File: src/rtl/fb_pkg.sv
// Shared types and defaults for the framebuffer port arbiter: pixel format,
// clear-engine states, grant encoding and the display read-address helper.
package fb_pkg;

  localparam int FB_W_DEF       = 200;
  localparam int FB_H_DEF       = 150;
  localparam int SCALE_LOG2_DEF = 2;
  localparam int ADDR_W_DEF     = 15;
  localparam int FIFO_DEPTH_DEF = 4;

  typedef struct packed {
    logic [3:0] r;
    logic [3:0] g;
    logic [3:0] b;
  } rgb444_t;

  typedef enum logic [1:0] {
    CLR_IDLE  = 2'd0,
    CLR_DRAIN = 2'd1,
    CLR_CLEAR = 2'd2
  } clr_state_t;

  typedef enum logic [1:0] {
    GNT_NONE  = 2'd0,
    GNT_READ  = 2'd1,
    GNT_CLEAR = 2'd2,
    GNT_FIFO  = 2'd3
  } gnt_t;

  // Framebuffer word covering screen pixel (h,v); callers truncate to their address width.
  function automatic logic [31:0] fb_read_addr(input logic [10:0] h, input logic [9:0] v,
                                               input int fb_w, input int scale_log2);
    return 32'(v >> scale_log2) * 32'(fb_w) + 32'(h >> scale_log2);
  endfunction

endpackage

File: src/rtl/fb_port_arbiter_if.sv
// Writer handshake plus single-port framebuffer RAM bus. The arbiter takes the
// slave view; the game logic / RAM side takes the master view.
interface fb_port_arbiter_if import fb_pkg::*; #(
  parameter int ADDR_W = ADDR_W_DEF
);
  logic              wr_valid;
  logic              wr_ready;
  logic [ADDR_W-1:0] wr_addr;
  rgb444_t           wr_data;
  logic [ADDR_W-1:0] mem_addr;
  logic              mem_we;
  rgb444_t           mem_wdata;
  rgb444_t           mem_rdata;

  modport master (
    output wr_valid, wr_addr, wr_data, mem_rdata,
    input  wr_ready, mem_addr, mem_we, mem_wdata
  );

  modport slave (
    input  wr_valid, wr_addr, wr_data, mem_rdata,
    output wr_ready, mem_addr, mem_we, mem_wdata
  );
endinterface

File: src/rtl/fb_wr_fifo.sv
// Synchronous FIFO holding queued pixel writes. Push while full is accepted
// only when a pop happens in the same cycle.
module fb_wr_fifo import fb_pkg::*; #(
  parameter int DEPTH = FIFO_DEPTH_DEF,
  parameter int WIDTH = 27
) (
  input  logic             clk,
  input  logic             arst_n,
  input  logic             push,
  input  logic [WIDTH-1:0] din,
  input  logic             pop,
  output logic [WIDTH-1:0] dout,
  output logic             full,
  output logic             empty
);

  localparam int             PW     = (DEPTH > 1) ? $clog2(DEPTH) : 1;
  localparam logic [PW:0]    C_FULL = (PW+1)'(DEPTH);

  logic [WIDTH-1:0] r_mem [DEPTH];
  logic [PW-1:0]    r_wptr;
  logic [PW-1:0]    r_rptr;
  logic [PW:0]      r_count;
  logic             w_do_push;
  logic             w_do_pop;

  assign full      = (r_count == C_FULL);
  assign empty     = (r_count == '0);
  assign w_do_pop  = pop && !empty;
  assign w_do_push = push && (!full || w_do_pop);
  assign dout      = r_mem[r_rptr];

  // Entry storage
  always_ff @(posedge clk or negedge arst_n) begin
    if (!arst_n) begin
      for (int i = 0; i < DEPTH; i++) begin
        r_mem[i] <= '0;
      end
    end else if (w_do_push) begin
      r_mem[r_wptr] <= din;
    end
  end

  // Pointers and occupancy
  always_ff @(posedge clk or negedge arst_n) begin
    if (!arst_n) begin
      r_wptr  <= '0;
      r_rptr  <= '0;
      r_count <= '0;
    end else begin
      if (w_do_push) r_wptr <= r_wptr + 1'b1;
      if (w_do_pop)  r_rptr <= r_rptr + 1'b1;
      case ({w_do_push, w_do_pop})
        2'b10:   r_count <= r_count + 1'b1;
        2'b01:   r_count <= r_count - 1'b1;
        default: r_count <= r_count;
      endcase
    end
  end

endmodule

File: src/rtl/fb_port_arbiter.sv
// Framebuffer port arbiter: display reads take priority, queued pixel writes
// retire in the free slots. Define FB_CLEAR_EN to add the full-screen clear engine.
module fb_port_arbiter import fb_pkg::*; #(
  parameter int FB_W       = FB_W_DEF,
  parameter int FB_H       = FB_H_DEF,
  parameter int SCALE_LOG2 = SCALE_LOG2_DEF,
  parameter int ADDR_W     = ADDR_W_DEF,
  parameter int FIFO_DEPTH = FIFO_DEPTH_DEF
) (
  input  logic                clk,
  input  logic                arst_n,
  input  logic [10:0]         h_coord,
  input  logic [9:0]          v_coord,
  input  logic                disp_enbl,
`ifdef FB_CLEAR_EN
  input  logic                clear_req,
  input  logic [11:0]         clear_color,
  output logic                clear_busy,
`endif
  fb_port_arbiter_if.slave    bus,
  output logic [3:0]          pix_r,
  output logic [3:0]          pix_g,
  output logic [3:0]          pix_b,
  output logic                pix_de
);

  localparam int FB_WORDS = FB_W * FB_H;
  localparam int ENTRY_W  = ADDR_W + 12;

  logic               w_rd_slot;
  logic [ADDR_W-1:0]  w_rd_addr;
  logic               w_fifo_push;
  logic               w_fifo_pop;
  logic               w_fifo_full;
  logic               w_fifo_empty;
  logic [ENTRY_W-1:0] w_fifo_dout;
  logic [ADDR_W-1:0]  w_head_addr;
  rgb444_t            w_head_data;
  logic               w_head_ok;
  gnt_t               w_gnt;
  logic               w_clr_active;
  logic [ADDR_W-1:0]  w_clr_addr;
  rgb444_t            w_clr_data;
  logic               w_wr_open;
  logic [ADDR_W-1:0]  w_mem_addr;
  logic               w_mem_we;
  rgb444_t            w_mem_wdata;

  logic               r_slot_d;
  logic               r_de_d1;
  logic               r_de_d2;
  rgb444_t            r_pix;

  assign w_rd_slot = disp_enbl && (h_coord[SCALE_LOG2-1:0] == '0);
  assign w_rd_addr = ADDR_W'(fb_read_addr(h_coord, v_coord, FB_W, SCALE_LOG2));

  assign bus.wr_ready = !w_fifo_full && w_wr_open;
  assign w_fifo_push  = bus.wr_valid && bus.wr_ready;

  fb_wr_fifo #(
    .DEPTH (FIFO_DEPTH),
    .WIDTH (ENTRY_W)
  ) u_fifo (
    .clk    (clk),
    .arst_n (arst_n),
    .push   (w_fifo_push),
    .din    ({bus.wr_addr, bus.wr_data}),
    .pop    (w_fifo_pop),
    .dout   (w_fifo_dout),
    .full   (w_fifo_full),
    .empty  (w_fifo_empty)
  );

  assign {w_head_addr, w_head_data} = w_fifo_dout;
  // Out-of-range entries still occupy a slot, they just never strobe the RAM.
  assign w_head_ok = (32'(w_head_addr) < 32'(FB_WORDS));

`ifdef FB_CLEAR_EN
  localparam logic [ADDR_W-1:0] C_LAST_ADDR = ADDR_W'(FB_WORDS - 1);

  clr_state_t        r_clr_state;
  clr_state_t        w_clr_next;
  logic [ADDR_W-1:0] r_clr_addr;
  rgb444_t           r_clr_color;
  logic              w_clr_last;

  assign w_clr_active = (r_clr_state == CLR_CLEAR);
  assign w_clr_addr   = r_clr_addr;
  assign w_clr_data   = r_clr_color;
  assign w_wr_open    = (r_clr_state == CLR_IDLE);
  assign clear_busy   = (r_clr_state != CLR_IDLE);
  assign w_clr_last   = (r_clr_addr == C_LAST_ADDR);

  // Clear engine next state; requests while busy fall through unchanged
  always_comb begin
    w_clr_next = r_clr_state;
    case (r_clr_state)
      CLR_IDLE:  if (clear_req) w_clr_next = CLR_DRAIN; else w_clr_next = CLR_IDLE;
      CLR_DRAIN: if (w_fifo_empty) w_clr_next = CLR_CLEAR; else w_clr_next = CLR_DRAIN;
      CLR_CLEAR: if ((w_gnt == GNT_CLEAR) && w_clr_last) w_clr_next = CLR_IDLE;
                 else w_clr_next = CLR_CLEAR;
      default:   w_clr_next = CLR_IDLE;
    endcase
  end

  // Clear engine state register
  always_ff @(posedge clk or negedge arst_n) begin
    if (!arst_n) r_clr_state <= CLR_IDLE;
    else         r_clr_state <= w_clr_next;
  end

  // Clear address walk and colour captured at the accepted request
  always_ff @(posedge clk or negedge arst_n) begin
    if (!arst_n) begin
      r_clr_addr  <= '0;
      r_clr_color <= '0;
    end else begin
      if ((r_clr_state == CLR_IDLE) && clear_req) r_clr_color <= clear_color;
      if (w_gnt == GNT_CLEAR) r_clr_addr <= w_clr_last ? '0 : r_clr_addr + 1'b1;
    end
  end
`else
  assign w_clr_active = 1'b0;
  assign w_clr_addr   = '0;
  assign w_clr_data   = '0;
  assign w_wr_open    = 1'b1;
`endif

  // Port grant: display read, then clear engine, then FIFO head
  always_comb begin
    w_gnt = GNT_NONE;
    if (w_rd_slot)            w_gnt = GNT_READ;
    else if (w_clr_active)    w_gnt = GNT_CLEAR;
    else if (!w_fifo_empty)   w_gnt = GNT_FIFO;
    else                      w_gnt = GNT_NONE;
  end

  // RAM port mux driven by the grant
  always_comb begin
    w_mem_addr  = '0;
    w_mem_we    = 1'b0;
    w_mem_wdata = '0;
    w_fifo_pop  = 1'b0;
    case (w_gnt)
      GNT_READ: w_mem_addr = w_rd_addr;
      GNT_CLEAR: begin
        w_mem_addr  = w_clr_addr;
        w_mem_we    = 1'b1;
        w_mem_wdata = w_clr_data;
      end
      GNT_FIFO: begin
        w_fifo_pop = 1'b1;
        if (w_head_ok) begin
          w_mem_addr  = w_head_addr;
          w_mem_we    = 1'b1;
          w_mem_wdata = w_head_data;
        end else begin
          w_mem_addr  = '0;
          w_mem_we    = 1'b0;
          w_mem_wdata = '0;
        end
      end
      default: w_mem_addr = '0;
    endcase
  end

  assign bus.mem_addr  = w_mem_addr;
  assign bus.mem_we    = w_mem_we;
  assign bus.mem_wdata = w_mem_wdata;

  // Readout pipeline: RAM data lands one cycle after the slot, pixel shows the cycle after
  always_ff @(posedge clk or negedge arst_n) begin
    if (!arst_n) begin
      r_slot_d <= 1'b0;
      r_de_d1  <= 1'b0;
      r_de_d2  <= 1'b0;
      r_pix    <= '0;
    end else begin
      r_slot_d <= w_rd_slot;
      r_de_d1  <= disp_enbl;
      r_de_d2  <= r_de_d1;
      if (r_slot_d) r_pix <= bus.mem_rdata;
    end
  end

  assign pix_r  = r_de_d2 ? r_pix.r : 4'h0;
  assign pix_g  = r_de_d2 ? r_pix.g : 4'h0;
  assign pix_b  = r_de_d2 ? r_pix.b : 4'h0;
  assign pix_de = r_de_d2;

endmodule
File: src/flat_wrapper.sv
// flat-port wrapper written by rule: the top's interface ports become plain ports
module fb_port_arbiter_flat import fb_pkg::*;
#(
  parameter int FB_W       = FB_W_DEF,
  parameter int FB_H       = FB_H_DEF,
  parameter int SCALE_LOG2 = SCALE_LOG2_DEF,
  parameter int ADDR_W     = ADDR_W_DEF,
  parameter int FIFO_DEPTH = FIFO_DEPTH_DEF
)
  (clk, arst_n, h_coord, v_coord, disp_enbl, pix_r, pix_g, pix_b, pix_de, bus_wr_valid, bus_wr_addr, bus_wr_data, bus_mem_rdata, bus_wr_ready, bus_mem_addr, bus_mem_we, bus_mem_wdata);
  fb_port_arbiter_if #(.ADDR_W(ADDR_W)) bus_i ();
  input  logic clk;
  input  logic arst_n;
  input  logic [10:0] h_coord;
  input  logic [9:0] v_coord;
  input  logic disp_enbl;
  output logic [3:0] pix_r;
  output logic [3:0] pix_g;
  output logic [3:0] pix_b;
  output logic pix_de;
  input wire logic [$bits(bus_i.wr_valid)-1:0] bus_wr_valid;
  input wire logic [$bits(bus_i.wr_addr)-1:0] bus_wr_addr;
  input wire logic [$bits(bus_i.wr_data)-1:0] bus_wr_data;
  input wire logic [$bits(bus_i.mem_rdata)-1:0] bus_mem_rdata;
  output wire logic [$bits(bus_i.wr_ready)-1:0] bus_wr_ready;
  output wire logic [$bits(bus_i.mem_addr)-1:0] bus_mem_addr;
  output wire logic [$bits(bus_i.mem_we)-1:0] bus_mem_we;
  output wire logic [$bits(bus_i.mem_wdata)-1:0] bus_mem_wdata;
  assign bus_i.wr_valid = bus_wr_valid;
  assign bus_i.wr_addr = bus_wr_addr;
  assign bus_i.wr_data = bus_wr_data;
  assign bus_i.mem_rdata = bus_mem_rdata;
  assign bus_wr_ready = bus_i.wr_ready;
  assign bus_mem_addr = bus_i.mem_addr;
  assign bus_mem_we = bus_i.mem_we;
  assign bus_mem_wdata = bus_i.mem_wdata;
  fb_port_arbiter #(.FB_W(FB_W), .FB_H(FB_H), .SCALE_LOG2(SCALE_LOG2), .ADDR_W(ADDR_W), .FIFO_DEPTH(FIFO_DEPTH)) u_core (.clk(clk), .arst_n(arst_n), .h_coord(h_coord), .v_coord(v_coord), .disp_enbl(disp_enbl), .bus(bus_i), .pix_r(pix_r), .pix_g(pix_g), .pix_b(pix_b), .pix_de(pix_de));
endmodule
File: config.mk
export PLATFORM = sky130hd
export DESIGN_NAME = fb_port_arbiter_flat
export DESIGN_NICKNAME = d
export VERILOG_FILES = /design/src/rtl/fb_pkg.sv /design/src/rtl/fb_port_arbiter_if.sv /design/src/rtl/fb_wr_fifo.sv /design/src/rtl/fb_port_arbiter.sv /design/src/flat_wrapper.sv
export SDC_FILE = /design/constraint.sdc
export NUM_CORES = 1
export LEC_CHECK = 0
export BUFFER_PORTS_ARGS = -buffer_cell sky130_fd_sc_hd__buf_2
export CORE_MARGIN = 2
export CORE_UTILIZATION = 25
export CTS_CLUSTER_DIAMETER = 40
export DETAILED_ROUTE_END_ITERATION = 8
export GPL_TIMING_DRIVEN = 0
export RECOVER_POWER = 100
export SLEW_MARGIN = 10
export SYNTH_ARGS = -nofsm -noshare
export SYNTH_HDL_FRONTEND = slang
export SYNTH_SLANG_ARGS = --single-unit
export TNS_END_PERCENT = 30
File: constraint.sdc
create_clock -name clk -period 8.44 [get_ports clk]
set_input_delay 0.844 -clock clk [delete_from_list [all_inputs] [get_ports clk]]
set_output_delay 0.844 -clock clk [all_outputs]
set_load 0.005 [all_outputs]
==> metrics.yaml, run 1 <==
status:
  status: "complete, but fails checks"
  violations: "max-capacitance violations, max-slew violations"
placement:
  place_hpwl_um: 11600
  post-place-ws_ps: 3510
  place.gp.congestion: 0.738
  io_buffers: 103
drt:
  dr.pass1.iters: 4
  vias: 4355
  ant_nets: 0
  vias_per_cell: 4.50
  wire_per_inst_um: 16.5
  drc_errors: 0
  first_iter_violations: 115
  routed_wl_um: 16000
global_routing:
  grt_overflow: 0
  grt.total_usage: 0.119
  antenna_found_initial: 1
  grt_pass1_wl_um: 25900
  grt_max_degree: 68
  grt_pass1_vias: 4723
die:
  die_h_um: 170
  ioPinCount: 106
  coreArea_um2: 27000
  rows: 60
  dieArea_um2: 28800
  die_w_um: 170
  initial_core_util: 0.255
critical_path:
  end_kind: "output pin"
  cp_data_arrival_time_ps: 4270
  criticalPathCategory: "primary input to output pin"
  r2r-start: "u_core.u_fifo.r_count[0]$_DFFE_PN0P_"
  cp.required_ps: 7600
  crit_fanout: 7
  worstReg2RegEnd: "u_core.u_fifo.r_mem[43]$_DFFE_PN0P_"
  worst_r2r_path_depth: 7
  r2r_slack_ps: 5800
  startpoint_type: "primary input"
cts:
  cts_resized: 0
  cts.sinks: 130
  htreeDepth: 4
  cts_setup_buffers: 0
  holdBufCountCts: 0
  cts_made_buffers: 17
  cts_max_path_buffers: 2
  worstSkewPairLatency_ps: 420
  root_buffer: "clkbuf_16"
  cts_tree: "done"
  clkTransAtPathRegs_ps: 60
sta:
  setup_viol: 0
  relSlewSlack: -1.44
  fin_ws_ps: 3330
  finalSetupTns_ps: 0
  finClkSkew_ps: 11.3
  fin_crit_ps: 5110
  max_freq_mhz: 196
  tightest_slew_ps: 3660
  rsz0062_at_grt: "false"
  hold_viol_final: 0
  fin_crit_sh: 0.606
  slew_viol_final: 73
yosys:
  synth_area_um2: 6860
  syn_inst: 489
  async_flop_share: 1.00
  synth_fp_nets: 595
  avgSynthCellArea_um2: 14.0
  yosys_warnings: 0
  synth_seq_cells: 130
  synth_seq_area_share: 0.474
  ys.flop_type: "dfrtp_1"
  yosysUniqueCellTypes: 41
  synth_edf_count: 0
final_layout:
  synthToLayoutAreaGrowth_pct: 21.7
  nets: 718
  final_common_cell: "dfrtp_1"
  mostFrequentLayoutCells: "130 x dfrtp_1, 91 x buf_2, 71 x mux2_2, 49 x mux2_1, 37 x ha_1"
  layout-drive-gt1-share: 0.362
  final_util: 0.310
run:
  drv_cap: 2
pwr:
  power_density_nw_per_um2: 380
  leakage_nw: 3.69
  peakVddDrop_mv: 0.195
hold_path:
  holdPathStages: 0
  hold_end: "u_core.pix_de$_DFF_PN0_"
  hp-start: "u_core.r_de_d1$_DFF_PN0_"
  hold_path_class: "flip-flop to flip-flop"
-- how the worst max path moves through the flow --
| stage | startpoint | end | slack [ps] | cells past startpoint |
|---|---|---|---|---|
| 2_1_floorplan | v_coord[5] | bus_mem_addr[14] | 4020 | 14 |
| 3_3_place_gp | v_coord[5] | bus_mem_addr[14] | 3550 | 16 |
| 3_5_place_dp | v_coord[5] | bus_mem_addr[14] | 3510 | 16 |
| 4_1_cts | v_coord[5] | bus_mem_addr[14] | 3490 | 16 |
| 5_1_grt | v_coord[5] | bus_mem_addr[14] | 3080 | 16 |
| 6_report | v_coord[5] | bus_mem_addr[14] | 3330 | 16 |
-- cells by family (layout without fill, tap and decap cells) --
kind of cell	count (synthesis)	in the layout	share of synthesized area
xor+xnor	24	24	0.0306
buf+inv	41	177	0.0286
compound gates	49	49	0.0541
flops	130	130	0.474
other cells	0	2	0
fa+ha+maj	42	42	0.0820
simple gates	54	54	0.0417
mux	149	149	0.289
-- Yosys cell counts, drive strengths merged (4+ instances only) --
cell   number  share of area
nand2      12         0.0066
ha         37          0.067
buf        19          0.016
xor2        8          0.010
nand3       4         0.0029
o21ai       8         0.0069
fa          5          0.015
a22o       14          0.018
mux4       27          0.089
dfrtp     130           0.47
and2       25          0.023
mux2      120           0.20
nor2        8         0.0044
a21oi      12         0.0093
inv        19          0.010
xnor2      16          0.020
-- where the power goes --
group | leakage, nW | switching, mW | internal, mW
Combinational | 1.87 | 0.642 | 0.745
Sequential | 1.54 | 0.138 | 0.922
Clock | 0.279 | 0.278 | 0.451
-- per-layer routing --
layer | global-route usage | share of wire
met1 | 0.155 | 0.47
met2 | 0.193 | 0.47
met3 | 0.0319 | 0.042
met4 | 0.0368 | 0.012
met5 | 0 | 0
-- sequential cells by signal (all words and copies together) (netlist names) --
register               flops
u_core.u_fifo.r_mem      108
u_core.r_pix              12
u_core.u_fifo.r_count      3
u_core.u_fifo.r_rptr       2
u_core.u_fifo.r_wptr       2
u_core.pix_de              1
u_core.r_de_d1             1
u_core.r_slot_d            1
-- through the flow --
stage	cells	cell area (µm²)	power, mW	hold WS, ps
floorplan	489	6860	2.06	331
global placement	933	7810	2.50	340
detailed placement	934	7840	2.54	340
CTS	966	8430	3.29	354
global route	966	8350	3.42	369
finish	968	8350	3.18	351
-- final cells by class --
class	instances	area [µm²]
fill	2751	18600
multi-input combinational	318	3390
sequential	130	3250
timing repair buffer	104	524
clock buffer	20	457
tap	341	427
clock inverter	12	131
buffer	22	97.6
inverter	19	71.3
antenna	2	5.00
-- critical path, stage by stage --
cell      delay, ps
clkbuf_1        130
ha_1            320
ha_1            270
inv_1            50
fa_1            500
inv_1            40
ha_1            260
clkbuf_1        280
nand3_1         150
or3_1           340
a311oi_1        270
a211oi_1        110
nor3_1          240
xnor2_1         150
a22o_1          190
buf_2           130
(Power assumes the default switching activity.)
==> inputs of run 2 (changes only) <==
--- a/config.mk
+++ b/config.mk
@@ -5,6 +5,7 @@
 export SDC_FILE = /design/constraint.sdc
 export NUM_CORES = 1
 export LEC_CHECK = 0
+export ABC_AREA = 1
 export BUFFER_PORTS_ARGS = -buffer_cell sky130_fd_sc_hd__buf_2
 export CORE_MARGIN = 2
 export CORE_UTILIZATION = 25
==> constraint.sdc (replaced) <==
create_clock -name clk -period 5.3 [get_ports clk]
set_input_delay 0.53 -clock clk [delete_from_list [all_inputs] [get_ports clk]]
set_output_delay 0.53 -clock clk [all_outputs]
set_load 0.005 [all_outputs]
==> run 2 against run 1 <==
Net effect: the run still ends with max-capacitance violations, max-slew violations left; sequential power is 54% higher; flip-flop and latch count stayed put; die area is 5.2% higher; clock skew is 2.0 ps lower; total power is 63% higher; synthesized cell count is 83% higher; cell count is 46% higher.
==> metrics.yaml, run 2 <==
die:
  die_w_um: 174  # was 170 µm
  initial_core_util: 0.253  # was 0.255
  coreArea_um2: 28500  # was 27000 µm²
  rows: 62  # was 60
  die_h_um: 174  # was 170 µm
  ioPinCount: 106  # unchanged
  dieArea_um2: 30300  # was 28800 µm²
yosys:
  ys.flop_type: "dfrtp_1"  # unchanged
  synthTopCellsByCount: "223 x nand2_1, 153 x o21ai_0, 130 x dfrtp_1"  # was 130 x dfrtp_1, 71 x mux2_2, 49 x mux2_1
  syn_inst: 896  # was 489
  synth_fp_nets: 1002  # was 595
  yosys_warnings: 0  # unchanged
  post-synth-top-count-cell: "nand2_1"  # was dfrtp_1
  synth_top_area_share: 0.450  # was 0.474
  netlist_top_cells_area: "dfrtp_1 45%, nand2_1 12%, o21ai_0 11%"  # was dfrtp_1 47%, mux2_2 12%, mux4_2 8.5%
  synth_seq_area_share: 0.450  # was 0.474
  synth_edf_count: 0  # unchanged
  yosysUniqueCellTypes: 38  # was 41
  synth_area_um2: 7230  # was 6860 µm²
  synth_seq_cells: 130  # unchanged
  avgSynthCellArea_um2: 8.07  # was 14.0 µm²
  async_flop_share: 1.00  # unchanged
  synth_largest_area_cell: "dfrtp_1"  # unchanged
critical_path:
  r2r_slack_ps: 2940  # was 5800 ps
  cp_data_arrival_time_ps: 3870  # was 4270 ps
  cp_slowest_stage_delay_ps: 650  # was 500 ps
  criticalPathCategory: "flip-flop to output pin"  # was primary input to output pin
  startpoint_type: "flip-flop"  # was primary input
  crit_family: "buffers and inverters"  # was adder cells
  end_kind: "output pin"  # unchanged
  crit_slowest_cell: "clkbuf_1"  # was fa_1
  path_cells: "clkbuf_1 -> clkbuf_1 -> nor2_1 -> o21ai_0 -> nand2_1 -> nand2_1 -> nand3_1 -> nand3_1 -> clkbuf_1 -> a21oi_1 -> buf_2"  # was clkbuf_1 -> ha_1 -> ha_1 -> inv_1 -> fa_1 -> inv_1 -> ha_1 -> clkbuf_1 -> nand3_1 -> or3_1 -> a311oi_1 -> a211oi_1 -> nor3_1 -> xnor2_1 -> a22o_1 -> buf_2
  path_common_cell: "clkbuf_1"  # was ha_1
  critPathBufInv: 4  # was 5
  crit_fanout: 10  # was 7
  cp.required_ps: 4770  # was 7600 ps
sta:
  fin_ws_ps: 903  # was 3330 ps
  hold_viol_final: 0  # unchanged
  max_freq_mhz: 227
  tightest_slew_ps: 3330  # was 3660 ps
  fin_crit_ps: 4400
  finClkSkew_ps: 9.30  # was 11.3 ps
  rsz0062_at_grt: "false"  # unchanged
  slew_viol_final: 57  # was 73
  finalSetupTns_ps: 0  # unchanged
  fin_crit_sh: 0.830
  relSlewSlack: -1.22  # was -1.44
  setup_viol: 0  # unchanged
final_layout:
  antenna_cells: 0  # was 2
  reg_top3: "u_core.u_fifo.r_mem x108, u_core.r_pix x12, u_core.u_fifo.r_count x3"  # unchanged
  layout-drive-gt1-share: 0.167  # was 0.362
  mostFrequentLayoutCells: "227 x nand2_1, 154 x o21ai_0, 130 x dfrtp_1, 95 x buf_2, 85 x nor2_1"  # was 130 x dfrtp_1, 91 x buf_2, 71 x mux2_2, 49 x mux2_1, 37 x ha_1
  final_common_cell: "nand2_1"  # was dfrtp_1
  largest_reg_flops: 108  # unchanged
  synthToLayoutAreaGrowth_pct: 20.8  # was 21.7%
  nets: 1125  # was 718
  top_register: "u_core.u_fifo.r_mem"  # unchanged
cts:
  cts_tree: "done"  # unchanged
  worstSkewPairLatency_ps: 420  # about the same
  cts.sinks: 130  # unchanged
  cts_max_path_buffers: 2  # unchanged
  htreeDepth: 4  # unchanged
  cts_made_buffers: 17  # unchanged
  clkTransAtPathRegs_ps: 60  # about the same
  cts_resized: 0  # unchanged
  holdBufCountCts: 0  # unchanged
  cts_setup_buffers: 0  # unchanged
  root_buffer: "clkbuf_16"  # unchanged
drt:
  routed_wl_um: 20900  # was 16000 µm
  drc_errors: 0  # unchanged
  ant_nets: 0  # unchanged
  wire_per_inst_um: 14.8  # was 16.5 µm
  vias_per_cell: 4.52  # was 4.50
  dr.pass1.iters: 5  # was 4
  vias: 6396  # was 4355
  first_iter_violations: 407  # was 115
status:
  violations: "max-capacitance violations, max-slew violations"  # unchanged
  status: "complete, but fails checks"  # unchanged
placement:
  place.gp.congestion: 0.804  # was 0.738
  io_buffers: 103  # unchanged
  place_hpwl_um: 14900  # was 11600 µm
  post-place-ws_ps: 1350  # was 3510 ps
global_routing:
  grt_max_degree: 75  # was 68
  antenna_found_initial: 1  # unchanged
  grt.total_usage: 0.141  # was 0.119
  grt_overflow: 0  # unchanged
  grt_pass1_wl_um: 33600  # was 25900 µm
  grt_pass1_vias: 6127  # was 4723
pwr:
  power_frac_comb: 0.455  # was 0.437
  p_seq_frac: 0.316  # was 0.334
  power_frac_clock: 0.229  # was 0.230
  peakVddDrop_mv: 0.281  # was 0.195 mV
  power_density_nw_per_um2: 593  # was 380 nW/µm²
  p_sw_frac: 0.425  # was 0.333
  p_int_mw: 2.98  # was 2.12 mW
  leakage_nw: 4.41  # was 3.69 nW
  p_switching_mw: 2.20  # was 1.06 mW
hold_path:
  hold_path_class: "primary input to flip-flop"  # was flip-flop to flip-flop
run:
  drv_cap: 1  # was 2
## run 2: routing by layer
layer | global-route usage | part of all wire
met5 | 0 | 0.00062
met4 | 0.0287 | 0.0075
met3 | 0.0317 | 0.059
met2 | 0.224 | 0.46
met1 | 0.197 | 0.47
## run 2: area by class of cell
cell class,instances,area [µm²]
timing repair buffer,104,524
clock inverter,11,131
clock buffer,19,453
fill,3185,19800
buffer,44,215
multi-input combinational,636,3350
tap,384,480
inverter,86,325
sequential,130,3250
## run 2: worst paths after layout
check                                                     start                                    to  cells past startpoint
max                         u_core.u_fifo.r_rptr[0]$_DFFE_PN0P_                      bus_mem_wdata[9]                     11
min                                                   disp_enbl              u_core.r_de_d1$_DFF_PN0_                      1
max reg2reg                u_core.u_fifo.r_count[0]$_DFFE_PN0P_  u_core.u_fifo.r_count[2]$_DFFE_PN0P_                     11
min reg2reg                            u_core.r_de_d1$_DFF_PN0_               u_core.pix_de$_DFF_PN0_                      0
max in group asynchronous                                arst_n              u_core.r_de_d1$_DFF_PN0_                      1
min in group asynchronous                                arst_n   u_core.u_fifo.r_mem[91]$_DFFE_PN0P_                      1
## run 2: power groups by stage
stage	Sequential, mW	Clock, mW	Combinational [mW]
3_3_place_gp	1.63	0	2.41
2_1_floorplan	1.59	0	1.63
3_5_place_dp	1.64	0	2.45
6_report	1.63	1.19	2.36
5_1_grt	1.69	1.25	2.68
4_1_cts	1.63	1.20	2.46
## run 2: kinds of logic after synthesis
logic type / synth area share
simple gates: 0.220
compound gates: 0.146
buf+inv: 0.0803
flops: 0.450
fa+ha+maj: 0.0779
mux: 0.0187
xor+xnor: 0.00727
## run 2: through the flow
stage / cells / util / total power [mW] / hold WS, ps / area (µm²)
final: 1414 / 0.306 / 5.18 / 251 / 8730
after global routing: 1414 / 0.306 / 5.61 / 255 / 8730
after CTS: 1414 / 0.310 / 5.29 / 106 / 8840
after detailed placement: 1384 / 0.289 / 4.09 / 339 / 8260
after global placement: 1383 / 0.288 / 4.04 / 333 / 8220
after floorplan: 896 / - / 3.22 / 234 / 7230
## run 2: worst register-to-register path: stages, from the launching register on
cell and delay (ps):
dfrtp_1 360, inv_1 90, nand3_1 90, nand2_1 70, clkinv_1 180, clkbuf_1 380
ha_1 230, inv_1 70, fa_1 380, a21oi_1 150, o21ai_0 110, xor2_1 150
==> inputs of run 3 (changes only) <==
==> constraint.sdc (replaced) <==
create_clock -name clk -period 3.88 [get_ports clk]
set_input_delay 0.388 -clock clk [delete_from_list [all_inputs] [get_ports clk]]
set_output_delay 0.388 -clock clk [all_outputs]
set_load 0.005 [all_outputs]
==> run 3 against run 2 <==
Net effect: the flow still finishes with violations (max-capacitance violations, max-slew violations); setup slack got worse by 660 ps; first-iteration DRC count rose by 11%; worst hold slack got worse by 140 ps; via count fell by 0.13%; total power rose by 37%; sequential power rose by 37%; clock skew fell by 1.2 ps; combinational power rose by 39%; count of clock-buffer cells in the layout did not move; critical path type is now primary input to output pin.
==> metrics.yaml, run 3 (synthesized netlist as in run 2, its figures left out) <==
status:
  status: "complete, but fails checks"  # unchanged
  violations: "max-capacitance violations, max-slew violations"  # unchanged
sta:
  hold_viol_final: 0  # unchanged
  finClkSkew_ps: 8.13  # was 9.30 ps
  tightest_slew_ps: 1650  # was 3330 ps
  slew_viol_final: 132  # was 57
  fin_ws_ps: 240  # was 903 ps
  setup_viol: 0  # unchanged
  finalSetupTns_ps: 0  # unchanged
  fin_crit_sh: 0.938
  rsz0062_at_grt: "false"  # unchanged
  fin_crit_ps: 3640
  max_freq_mhz: 275
  relSlewSlack: -0.0972  # was -1.22
global_routing:
  grtUsageMet2: 0.224  # unchanged
  grt_max_degree: 75  # unchanged
  antenna_found_initial: 1  # unchanged
  grt_use_met3: 0.0317  # unchanged
  grt_pass1_vias: 6127  # unchanged
  grtUsageMet1: 0.197  # unchanged
  grt.busiest_layer: "met2"  # unchanged
  grt_overflow: 0  # unchanged
  grt_pass1_wl_um: 33600  # unchanged
  grt.total_usage: 0.141  # unchanged
placement:
  post-place-ws_ps: 210  # was 1350 ps
  place.gp.congestion: 0.804  # unchanged
  place_hpwl_um: 14900  # unchanged
  io_buffers: 103  # unchanged
cts:
  cts.sinks: 130  # unchanged
  clkTransAtPathRegs_ps: 60  # about the same
  worstSkewPairLatency_ps: 420  # about the same
  cts_made_buffers: 17  # unchanged
  cts_setup_buffers: 0  # unchanged
  htreeDepth: 4  # unchanged
  cts_max_path_buffers: 2  # unchanged
  root_buffer: "clkbuf_16"  # unchanged
  cts_tree: "done"  # unchanged
drt:
  vias_per_cell: 4.51  # was 4.52
  drc_errors: 0  # unchanged
  vias: 6388  # was 6396
  routed_wl_um: 20900  # about the same
  wire_per_inst_um: 14.8  # about the same
  first_iter_violations: 452  # was 407
  ant_nets: 0  # unchanged
  dr.pass1.iters: 5  # unchanged
critical_path:
  r2r_slack_ps: 1520  # was 2940 ps
  criticalPathCategory: "primary input to output pin"  # was flip-flop to output pin
  worstReg2RegEnd: "u_core.u_fifo.r_count[2]$_DFFE_PN0P_"  # unchanged
  worst_r2r_path_depth: 11  # unchanged
  startpoint_type: "primary input"  # was flip-flop
  crit_fanout: 6  # was 10
  timing.critical_path.from: "v_coord[3]"  # was u_core.u_fifo.r_rptr[0]$_DFFE_PN0P_
  cp_data_arrival_time_ps: 3250  # was 3870 ps
  end_kind: "output pin"  # unchanged
  critPathBufInv: 2  # was 4
  r2r-start: "u_core.u_fifo.r_count[0]$_DFFE_PN0P_"  # unchanged
  cp.required_ps: 3490  # was 4770 ps
  cp_slowest_stage_delay_ps: 550  # was 650 ps
  crit_slowest_cell: "fa_1"  # was clkbuf_1
  crit_family: "adder cells"  # was buffers and inverters
  path_cells: "clkbuf_2 -> ha_1 -> ha_1 -> ha_1 -> fa_1 -> ha_4 -> nand3_1 -> nor2_1 -> nand2_1 -> nand2_1 -> nand2_1 -> nor2_1 -> nand3_1 -> nand3_1 -> nand2_1 -> buf_2"  # was clkbuf_1 -> clkbuf_1 -> nor2_1 -> o21ai_0 -> nand2_1 -> nand2_1 -> nand3_1 -> nand3_1 -> clkbuf_1 -> a21oi_1 -> buf_2
  path_common_cell: "nand2_1"  # was clkbuf_1
final_layout:
  mostFrequentLayoutCells: "227 x nand2_1, 154 x o21ai_0, 130 x dfrtp_1, 98 x buf_2, 84 x nor2_1"  # was 227 x nand2_1, 154 x o21ai_0, 130 x dfrtp_1, 95 x buf_2, 85 x nor2_1
  synthToLayoutAreaGrowth_pct: 21.3  # was 20.8%
  layout-drive-gt1-share: 0.176  # was 0.167
  seq_area_um2: 3250  # unchanged
  top_register: "u_core.u_fifo.r_mem"  # unchanged
  largest_reg_flops: 108  # unchanged
  fillers: 3177  # was 3185
  nets: 1126  # was 1125
  multi_input_area_um2: 3380  # was 3350 µm²
  final_common_cell: "nand2_1"  # unchanged
  antenna_cells: 0  # unchanged
  reg_top3: "u_core.u_fifo.r_mem x108, u_core.r_pix x12, u_core.u_fifo.r_count x3"  # unchanged
hold_path:
  hp-start: "disp_enbl"  # unchanged
  hold_end: "u_core.r_de_d1$_DFF_PN0_"  # unchanged
  hold_path_class: "primary input to flip-flop"  # unchanged
  holdPathStages: 1  # unchanged
pwr:
  power_density_nw_per_um2: 811  # was 593 nW/µm²
  power_mw: 7.11  # was 5.18 mW
  leakage_nw: 4.42  # was 4.41 nW
  peakVddDrop_mv: 0.380  # was 0.281 mV
run:
  drv_cap: 2  # was 1
die:
  dieArea_um2: 30300  # unchanged
  coreArea_um2: 28500  # unchanged
  die_h_um: 174  # unchanged
  die_w_um: 174  # unchanged
  rows: 62  # unchanged
  initial_core_util: 0.253  # unchanged
  ioPinCount: 106  # unchanged
## run 3: cell count changes in the layout (fill, tap and decap cells not counted), sizes merged
cell / delta
buf: +3
clkbuf: -3
dlygate4sd3: +1
## run 3: final cells by class
class                      instances  area share
timing repair buffer             105      0.0588
clock inverter                    11      0.0150
inverter                          86      0.0371
clock buffer                      19      0.0517
sequential                       130       0.371
buffer                            44      0.0258
multi-input combinational        636       0.386
tap                              384      0.0548
## run 3: layer usage
metal,part of all wire,vias up,wire length (µm)
met4,0.0069,2,144
li1,-,3166,-
met2,0.46,170,9580
met1,0.48,3036,9980
met3,0.056,14,1180
met5,0.00062,-,13
## run 3: how the worst max path moves through the flow
stage	cells after the start	end
floorplan	14	bus_mem_addr[14]
global placement	14	bus_mem_addr[9]
detailed placement	16	bus_mem_addr[14]
CTS	16	bus_mem_addr[14]
global route	16	bus_mem_addr[14]
finish	16	bus_mem_addr[14]
## run 3: what timing repair did
item                                    CTS  global route
hold endpoints to repair                 56             0
hold buffers                              1             0
gates resized for setup                   0             3
endpoints found under the setup margin    0             2
## run 3: per-stage QoR
step                hold slack, ps  utilization  cell area, µm²  std cells
floorplan                     92.4            -            7230        896
global placement               333        0.288            8220       1383
detailed placement             339        0.289            8260       1384
CTS                           94.3        0.310            8850       1415
global route                   113        0.307            8770       1415
finish                         112        0.307            8770       1415
## run 3: power by group
part	leakage (nW)	internal, mW	switching (mW)
logic	2.52	1.18	2.09
clock network	0.278	0.978	0.640
registers	1.62	1.94	0.292
total	4.42	4.09	3.02
